==> config.mk <==
export PLATFORM = sky130hd
export DESIGN_NAME = program_loader
export DESIGN_NICKNAME = d
export VERILOG_FILES = /design/src/rtl/loader_pkg.sv /design/src/rtl/program_loader.sv
export SDC_FILE = /design/constraint.sdc
export NUM_CORES = 1
export LEC_CHECK = 0
export CORE_MARGIN = 2
export CORE_UTILIZATION = 57
export CTS_CLUSTER_SIZE = 14
export DETAILED_ROUTE_END_ITERATION = 8
export GPL_ROUTABILITY_DRIVEN = 1
export PLACE_DENSITY = 0.95
export SLEW_MARGIN = 30
export SYNTH_ARGS = -nofsm -noshare
export SYNTH_HDL_FRONTEND = slang
export SYNTH_SLANG_ARGS = --single-unit
==> constraint.sdc <==
create_clock -name clock -period 8.8 [get_ports clock]
set_clock_uncertainty 0.1 [all_clocks]
set_input_delay 1.76 -clock clock [delete_from_list [all_inputs] [get_ports clock]]
set_output_delay 1.76 -clock clock [all_outputs]
set_load 0.01 [all_outputs]
==> src/rtl/loader_pkg.sv <==
// Shared types for the boot-time program loader: FSM states, segment header layout and the
// default IMem fill word.
package loader_pkg;

    typedef enum logic [2:0] {
        CLEAR,
        HEADER,
        PAYLOAD,
        RELEASE,
        RUN
    } loader_state_e;

    typedef struct packed {
        logic        last;
        logic        tgt;
        logic [13:0] count;
        logic [15:0] base;
    } loader_hdr_t;

    localparam logic [31:0] LOADER_NOP_WORD = 32'h0000_0013;

endpackage

==> src/rtl/program_loader.sv <==
// Boot loader: holds the core in reset, fills IMem with NOPs, then streams segmented words from
// a valid/ready source into the IMem/DMem write ports before releasing the core.
module program_loader
    import loader_pkg::*;
#(
    parameter int unsigned IMEM_DEPTH = 256,
    parameter int unsigned DMEM_DEPTH = 256,
    parameter logic [31:0] NOP_WORD   = LOADER_NOP_WORD,
    parameter int unsigned RESET_HOLD = 2,
    localparam int unsigned IMEM_AW   = $clog2(IMEM_DEPTH),
    localparam int unsigned DMEM_AW   = $clog2(DMEM_DEPTH)
) (
    input  logic               clock,
    input  logic               reset,
    input  logic               in_valid,
    output logic               in_ready,
    input  logic [31:0]        in_data,
    output logic               imem_we,
    output logic [IMEM_AW-1:0] imem_addr,
    output logic [31:0]        imem_wdata,
    output logic               dmem_we,
    output logic [DMEM_AW-1:0] dmem_addr,
    output logic [31:0]        dmem_wdata,
    output logic               cpu_reset,
    output logic               load_done,
    output logic               load_error,
    output logic [15:0]        words_loaded
);

    localparam int unsigned HOLD_W = (RESET_HOLD < 1) ? 1 : $clog2(RESET_HOLD + 1);

    loader_state_e      state_q, state_d;
    loader_hdr_t        hdr_q, hdr_d;
    loader_hdr_t        hdr_in;
    logic [IMEM_AW-1:0] clear_idx_q, clear_idx_d;
    logic [13:0]        off_q, off_d;
    logic [HOLD_W-1:0]  hold_q, hold_d;
    logic               fill_q, fill_d;
    logic               imem_we_q, imem_we_d;
    logic               dmem_we_q, dmem_we_d;
    logic [IMEM_AW-1:0] imem_addr_q, imem_addr_d;
    logic [DMEM_AW-1:0] dmem_addr_q, dmem_addr_d;
    logic [31:0]        wdata_q, wdata_d;
    logic               err_q, err_d;
    logic [15:0]        words_q, words_d;
    logic [16:0]        addr17;
    logic               accept;

    // fill_q masks in_ready while the last registered NOP write is still on the port.
    assign in_ready = ((state_q == HEADER) || (state_q == PAYLOAD)) && !fill_q;
    assign accept   = in_valid && in_ready;
    assign hdr_in   = loader_hdr_t'(in_data);
    assign addr17   = {1'b0, hdr_q.base} + {3'b000, off_q};

    always_comb begin
        state_d     = state_q;
        hdr_d       = hdr_q;
        clear_idx_d = clear_idx_q;
        off_d       = off_q;
        hold_d      = '0;
        fill_d      = (state_q == CLEAR);
        imem_we_d   = 1'b0;
        dmem_we_d   = 1'b0;
        imem_addr_d = imem_addr_q;
        dmem_addr_d = dmem_addr_q;
        wdata_d     = wdata_q;
        err_d       = err_q;
        words_d     = words_q;

        unique case (state_q)
            CLEAR: begin
                imem_we_d   = 1'b1;
                imem_addr_d = clear_idx_q;
                wdata_d     = NOP_WORD;
                clear_idx_d = clear_idx_q + IMEM_AW'(1);
                if (clear_idx_q == IMEM_AW'(IMEM_DEPTH - 1)) begin
                    state_d = HEADER;
                end
            end
            HEADER: begin
                if (accept) begin
                    hdr_d = hdr_in;
                    off_d = '0;
                    if (hdr_in.count != '0) begin
                        state_d = PAYLOAD;
                    end else if (hdr_in.last) begin
                        state_d = RELEASE;
                    end
                end
            end
            PAYLOAD: begin
                if (accept) begin
                    wdata_d = in_data;
                    if (hdr_q.tgt ? (addr17 < 17'(DMEM_DEPTH)) : (addr17 < 17'(IMEM_DEPTH))) begin
                        imem_we_d   = !hdr_q.tgt;
                        dmem_we_d   = hdr_q.tgt;
                        imem_addr_d = addr17[IMEM_AW-1:0];
                        dmem_addr_d = addr17[DMEM_AW-1:0];
                        if (words_q != 16'hFFFF) begin
                            words_d = words_q + 16'd1;
                        end
                    end else begin
                        err_d = 1'b1;
                    end
                    off_d = off_q + 14'd1;
                    if (off_q == hdr_q.count - 14'd1) begin
                        state_d = hdr_q.last ? RELEASE : HEADER;
                    end
                end
            end
            RELEASE: begin
                // Entered in the cycle of the final strobe; hold spans the cycles after it.
                if (hold_q == HOLD_W'(RESET_HOLD)) begin
                    state_d = RUN;
                end else begin
                    hold_d = hold_q + HOLD_W'(1);
                end
            end
            RUN: begin
                state_d = RUN;
            end
            default: begin
                state_d = CLEAR;
            end
        endcase
    end

    always_ff @(posedge clock or posedge reset) begin
        if (reset) begin
            state_q     <= CLEAR;
            hdr_q       <= '0;
            clear_idx_q <= '0;
            off_q       <= '0;
            hold_q      <= '0;
            fill_q      <= 1'b0;
            imem_we_q   <= 1'b0;
            dmem_we_q   <= 1'b0;
            imem_addr_q <= '0;
            dmem_addr_q <= '0;
            wdata_q     <= '0;
            err_q       <= 1'b0;
            words_q     <= '0;
        end else begin
            state_q     <= state_d;
            hdr_q       <= hdr_d;
            clear_idx_q <= clear_idx_d;
            off_q       <= off_d;
            hold_q      <= hold_d;
            fill_q      <= fill_d;
            imem_we_q   <= imem_we_d;
            dmem_we_q   <= dmem_we_d;
            imem_addr_q <= imem_addr_d;
            dmem_addr_q <= dmem_addr_d;
            wdata_q     <= wdata_d;
            err_q       <= err_d;
            words_q     <= words_d;
        end
    end

    assign imem_we      = imem_we_q;
    assign imem_addr    = imem_addr_q;
    assign imem_wdata   = wdata_q;
    assign dmem_we      = dmem_we_q;
    assign dmem_addr    = dmem_addr_q;
    assign dmem_wdata   = wdata_q;
    assign cpu_reset    = (state_q != RUN);
    assign load_done    = (state_q == RUN);
    assign load_error   = err_q;
    assign words_loaded = words_q;

endmodule

==> flow_metrics.py, run 1 <==
metrics = {
    "floorplan": {
        "rows": 40,
        "io_pins": 137,
        "core-area_um2": 12010,
        "die_w_um": 114.7,
        "die_y_um": 114.7,
        "die-area_um2": 13160,
        "start_util_pct": 58.19,
    },
    "setup_path": {
        "path_max_fanout": 14,
        "worst-endpoint-required_ns": 9.00,
        "r2r_end": "imem_addr[0]",
        "end_kind": "flip-flop",
        "critPathKind": "input port to flip-flop",
        "reg2reg_setup_slack_ns": 5.23,
        "cp-start-kind": "input port",
        "r2r-start": "off_q[0]",
        "reg2reg_depth": 10,
        "arrival_ns": 4.27,
    },
    "detailed_routing": {
        "drc": 0,
        "route.antenna.remaining_nets": 0,
        "drtIter0Drc": 811,
        "drt-wirelength-per-cell_um": 18.29,
        "vias": 6455,
        "vias_per_cell": 6.171,
        "routed_wl_um": 19140,
        "dr.pass1.iters": 6,
    },
    "sta": {
        "worst_pin_slew_ns": 0.9587,
        "fmax_mhz": 245.5,
        "final_max_slew_viol_count": 0,
        "rsz0062_at_grt": "false",
        "slew_headroom_pct": 35.85,
        "setup_violations": 0,
        "hold_ws_ns": 0.3723,
        "min_period_ns": 4.074,
        "layout_setup_ws_ns": 4.726,
        "finalCritPeriodShare_pct": 46.29,
        "finalHoldViolations": 0,
        "setup_tns_ns": 0,
    },
    "finish": {
        "drive_above_1_share_pct": 6.785,
        "antenna_cells": 0,
        "fillers": 762,
        "multi_input_area_um2": 3369,
        "ff_latch_area_um2": 3178,
        "nNetsFinal": 940,
        "area_growth_pct": 26.55,
    },
    "grt": {
        "grt_max_degree": 73,
        "grt_pass1_vias": 6361,
        "grt_pass1_wl_um": 30990,
        "met1_usage_pct": 37.19,
        "met3_usage_pct": 6.958,
        "grtUsageMet2_pct": 50.49,
        "antenna_found_initial": 0,
        "track_usage_pct": 29.84,
        "top_usage_layer": "met2",
        "grt_remaining_overflow": 0,
    },
    "placement": {
        "hpwl_um": 12500,
        "portBuffers": 136,
        "gp_congestion": 0.9256,
        "dp_slack_ns": 4.361,
    },
    "cts": {
        "cts_buffers": 17,
        "clock-sinks": 127,
        "clockBufferDepth": 2,
        "htree_levels": 4,
        "clock_latency_ns": 0.42,
        "cts_setup_buffers": 0,
        "clkTransAtPathRegs_ns": 0.06,
        "post_cts_resized": 0,
        "cts_tree": "yes",
        "cts_root_buf": "clkbuf_16",
        "postCtsHoldBufs": 0,
    },
    "synth": {
        "yosys.area_share.adder_pct": 3.509,
        "synthMuxAreaShare_pct": 3.885,
        "synth_compound_area_share_pct": 8.539,
        "seq_area_frac_synth_pct": 45.47,
        "synthFlopType": "dfrtp_1",
        "synth_top_area_share_pct": 45.47,
        "synth_top_family_by_area": "simple AND/OR/NAND/NOR gates",
        "synth_edf_count": 0,
        "yosysWarningCount": 0,
        "netlist_top_cells_area": "dfrtp_1 45%, nand2_1 11%, nand3_1 4.1%, buf_4 3.4%, xor2_1 3.4%",
        "syn_avg_cell_area_um2": 8.814,
        "syn_area_um2": 6989,
        "ys_types": 59,
        "synthXorXnorAreaFrac_pct": 6.140,
        "yosysTopAreaCell": "dfrtp_1",
        "postSynth.asyncResetShare_pct": 100.0,
        "yosys.area_share.simple_pct": 25.96,
        "synth_seq_cells": 127,
        "synth_nets": 847,
        "syn_inst": 793,
    },
    "power": {
        "power_density_nw_per_um2": 157.5,
        "ir_drop_mv": 0.1511,
        "leakage_uw": 0.004198,
    },
    "hold_path": {
        "min_path_cells": 1,
        "min_to": "hold_q[0]",
        "hold_start": "hold_q[0]",
        "min_path_type": "flip-flop to flip-flop",
    },
    "outcome": {
        "status": "completed",
    },
    "run": {
        "drv_cap": 0,
    },
}
==> per-stage QoR <==
step | instances | total power [uW] | area (um2) | utilization [%]
final | 1046 | 1393 | 8845 | 73.64
after global routing | 1046 | 1423 | 8845 | 73.64
after CTS | 1046 | 1392 | 8838 | 73.58
after detailed placement | 1014 | 626.4 | 8183 | 68.13
after global placement | 1014 | 626.0 | 8180 | 68.10
after floorplan | 793 | 603.8 | 6989 | -
==> synthesized netlist by cell type (4+ instances only) <==
master    count
mux2i_1       8
clkbuf_1     21
and4_1        6
inv_1        15
dfrtp_1     127
or3_1         9
o21ai_0      34
nand4_1      19
nand2_1     207
nor4_1        8
xor2_1       27
o211ai_1      4
buf_4        32
nor2_1       35
xnor2_1      22
nor3_1       26
ha_1         18
a211oi_1      7
a21oi_1      24
buf_2         8
mux2_1        6
and3_1        8
nand3_1      57
mux2_2       11
==> layout make-up <==
class / count / area share [%]
sequential: 127 / 35.93
inverter: 16 / 0.7073
timing repair buffer: 140 / 15.77
tap: 147 / 2.079
multi-input combinational: 584 / 38.10
clock inverter: 13 / 2.405
clock buffer: 19 / 5.008
==> how the worst max path moves through the flow <==
| stage | startpoint | end | slack (ns) |
|---|---|---|---|
| 2_1_floorplan | reset | clear_idx_q[0] | 3.56 |
| 3_3_place_gp | in_valid | dmem_addr[2] | 4.46 |
| 3_5_place_dp | in_valid | dmem_addr[2] | 4.36 |
| 4_1_cts | in_valid | dmem_addr[1] | 4.78 |
| 5_1_grt | in_valid | dmem_addr[1] | 4.58 |
| 6_report | in_valid | dmem_addr[1] | 4.73 |
==> flip-flops by register name (all words and copies together), names as in the netlist <==
name,cells
state_q,3
imem_we,1
dmem_we,1
words_loaded,16
fill_q,1
off_q,14
clear_idx_q,8
dmem_wdata,32
load_error,1
hold_q,2
hdr_q,32
imem_addr,8
dmem_addr,8
==> logic make-up after synthesis <==
logic type,after synthesis
AOI/OAI and AO/OA,96
xor gates and xnor gates,49
adders and majority gates,19
buffers and inverters,82
DFF,127
muxes,25
and+or+nand+nor,395
==> report_power, final <==
group	internal [uW]	total, uW	leakage [uW]	switching [uW]
Combinational	14.4	31.9	0.00220	17.4
Clock	511	777	0.000309	267
Sequential	584	584	0.00168	0
==> placed cells by master (no fill, tap or decap), types with 18 or more instances in the layout <==
| cell type | instances |
|---|---|
| nor3_1 | 25 |
| dfrtp_1 | 127 |
| o21ai_0 | 34 |
| nand4_1 | 19 |
| xnor2_1 | 22 |
| nand3_1 | 57 |
| ha_1 | 18 |
| nor2_1 | 34 |
| nand2_1 | 205 |
| xor2_1 | 27 |
| clkdlybuf4s50_1 | 136 |
| a21oi_1 | 24 |
==> worst max-delay path: stages <==
cell and delay (ns):
clkdlybuf4s50_1 0.49, nand2_1 0.22, nor2_1 0.81, and4_1 0.61, mux2_1 0.38
==> per-layer routing <==
layer  wire [um]  vias up
li1            -     2892
met1        7460     3122
met2        9600      372
met3        1481       69
met4         592        0
met5           0        -
(Power assumes the default switching activity.)
==> inputs of run 2 (changes only) <==
--- a/config.mk
+++ b/config.mk
@@ -6,11 +6,11 @@
 export NUM_CORES = 1
 export LEC_CHECK = 0
 export CORE_MARGIN = 2
-export CORE_UTILIZATION = 57
+export CORE_UTILIZATION = 52
 export CTS_CLUSTER_SIZE = 14
 export DETAILED_ROUTE_END_ITERATION = 8
 export GPL_ROUTABILITY_DRIVEN = 1
-export PLACE_DENSITY = 0.95
+export PLACE_DENSITY = 0.89
 export SLEW_MARGIN = 30
 export SYNTH_ARGS = -nofsm -noshare
 export SYNTH_HDL_FRONTEND = slang
==> constraint.sdc (replaced) <==
create_clock -name clock -period 4 [get_ports clock]
set_clock_uncertainty 0.1 [all_clocks]
set_input_delay 0.8 -clock clock [delete_from_list [all_inputs] [get_ports clock]]
set_output_delay 0.8 -clock clock [all_outputs]
set_load 0.01 [all_outputs]
==> run 2 against run 1 <==
First-iteration DRC count down 38%. Critical path depth up 5. Register-to-register slack worse by 4.7 ns. Power up 110%. Worst setup slack worse by 4.2 ns. Clock-buffer cell count unchanged. Core utilization down 6.2 points. Clock power up 100%. Via count down 3.9%. Final cell count up 3.2%. Critical path type is now flip-flop to flip-flop. Critical endpoint is now imem_addr[1]. Largest cell class unchanged. Highest routed layer unchanged.
==> flow_metrics.py, run 2 (synthesized netlist as in run 1, its figures left out) <==
metrics = {
    "grt": {
        "track_usage_pct": 25.73,
        "grt_max_degree": 47,
        "grt_pass1_wl_um": 29620,
        "grt_pass1_vias": 5991,
        "antenna_found_initial": 0,
        "grt_remaining_overflow": 0,
    },
    "detailed_routing": {
        "routed_wl_um": 18070,
        "drc": 0,
        "drtIter0Drc": 504,
        "vias_per_cell": 5.748,
        "route.antenna.remaining_nets": 0,
        "drt-wirelength-per-cell_um": 16.75,
        "vias": 6202,
        "dr.pass1.iters": 6,
    },
    "cts": {
        "htree_levels": 4,
        "post_cts_resized": 0,
        "cts_buffers": 17,
        "cts_setup_buffers": 0,
        "clockBufferDepth": 2,
        "clock-sinks": 127,
        "cts_tree": "yes",
        "cts_root_buf": "clkbuf_16",
        "clock_latency_ns": 0.41,
        "clkTransAtPathRegs_ns": 0.06,
        "postCtsHoldBufs": 0,
    },
    "sta": {
        "layout_setup_ws_ns": 0.5678,
        "rsz0062_at_grt": "false",
        "final_max_slew_viol_count": 0,
        "worst_pin_slew_ns": 0.8008,
        "finalHoldViolations": 0,
        "setup_tns_ns": 0,
        "slew_headroom_pct": 46.50,
        "fmax_mhz": 291.4,
        "min_period_ns": 3.432,
        "finalCritPeriodShare_pct": 85.80,
        "setup_violations": 0,
    },
    "finish": {
        "final_common_cell": "nand2_1",
        "drive_above_1_share_pct": 7.198,
        "area_growth_pct": 27.21,
        "nNetsFinal": 944,
        "antenna_cells": 0,
        "final_cell_mix": "206 x nand2_1, 136 x clkdlybuf4s50_1, 127 x dfrtp_1, 57 x nand3_1",
    },
    "hold_path": {
        "min_path_cells": 1,
        "min_path_type": "flip-flop to flip-flop",
        "min_to": "hold_q[1]",
        "hold_start": "hold_q[1]",
    },
    "floorplan": {
        "start_util_pct": 52.99,
        "core-area_um2": 13190,
        "die_w_um": 119.9,
        "die-area_um2": 14380,
        "die_y_um": 119.9,
        "rows": 42,
        "io_pins": 137,
    },
    "placement": {
        "portBuffers": 136,
        "hpwl_um": 12500,
        "gp_congestion": 0.9425,
        "dp_slack_ns": 0.6365,
    },
    "setup_path": {
        "r2r_end": "imem_addr[1]",
        "critPathKind": "flip-flop to flip-flop",
        "end_kind": "flip-flop",
        "arrival_ns": 3.62,
        "reg2reg_depth": 10,
        "reg2reg_setup_slack_ns": 0.57,
        "path_max_fanout": 18,
        "cp-start-kind": "flip-flop",
        "r2r-start": "off_q[0]",
        "worst-endpoint-required_ns": 4.19,
    },
    "power": {
        "power.share.sequential_pct": 43.5,
        "p_clk_share_pct": 54.0,
        "power_switching_share_pct": 20.99,
        "leakage_uw": 0.004207,
        "pwr-share-comb_pct": 2.5,
        "switching_power_uw": 620.0,
        "p_int_uw": 2334,
        "power_density_nw_per_um2": 332.2,
        "finalPower_uw": 2954,
        "ir_drop_mv": 0.2551,
    },
    "run": {
        "drv_cap": 0,
    },
    "outcome": {
        "status": "completed",
    },
}
[run 2: cell types whose count changed in the layout (fill, tap and decap cells not counted), sizes merged]
cell      previous run  this run
buf                  4         8
bufinv               5         3
clkinv               6         7
clkinvlp             3         4
[run 2: layout make-up]
type / count / area (um2)
Tap cell: 176 / 220.2
Multi-Input combinational cell: 584 / 3367
Sequential cell: 127 / 3178
Fill cell: 952 / 4299
Inverter: 16 / 63.81
Clock inverter: 13 / 162.7
Timing Repair Buffer: 144 / 1446
Clock buffer: 19 / 452.9
[run 2: how the worst max path moves through the flow]
stage          startpoint          endpoint  depth (start not counted)
4_1_cts          off_q[0]      imem_addr[1]                         10
5_1_grt          off_q[0]      imem_addr[1]                         10
6_report         off_q[0]      imem_addr[1]                         10
3_5_place_dp     off_q[0]      imem_addr[4]                         10
2_1_floorplan    off_q[0]  words_loaded[13]                         10
3_3_place_gp     off_q[0]  words_loaded[13]                         10
[run 2: routing by layer]
layer	up-vias	part of all wire [%]	GRT usage (%)
li1	2898	-	-
met1	3004	41	33.15
met2	262	50	43.61
met3	38	6.7	4.943
met4	0	2.1	8.529
met5	-	0	0
[run 2: through the flow]
| stage | cells | util, % | cell area, um2 | hold slack, ns |
|---|---|---|---|---|
| 3_5_place_dp | 1047 | 62.74 | 8275 | 0.3445 |
| 3_3_place_gp | 1047 | 62.72 | 8273 | 0.3364 |
| 2_1_floorplan | 793 | - | 6993 | 0.3232 |
| 6_report | 1079 | 67.41 | 8891 | 0.3491 |
| 5_1_grt | 1079 | 67.41 | 8891 | 0.3763 |
| 4_1_cts | 1079 | 67.41 | 8891 | 0.3517 |
[run 2: critical path, stage by stage (launching register included)]
cell      delay (ns)
dfrtp_1         0.47
ha_1            0.26
fa_1            0.44
nand3_1         0.13
a21oi_1         0.10
or3_1           0.37
a211oi_2        0.22
and4_4          0.25
nand3_4         0.21
o21ai_4         0.37
mux2_2          0.39
[run 2: power by group through the flow]
stage | combinational, uW | sequential (uW) | clock (uW)
after floorplan | 20.3 | 1310 | 0
after global placement | 74.1 | 1310 | 0
after detailed placement | 74.3 | 1310 | 0
after CTS | 75.1 | 1290 | 1600
after global routing | 81.2 | 1280 | 1660
final | 73.8 | 1290 | 1590
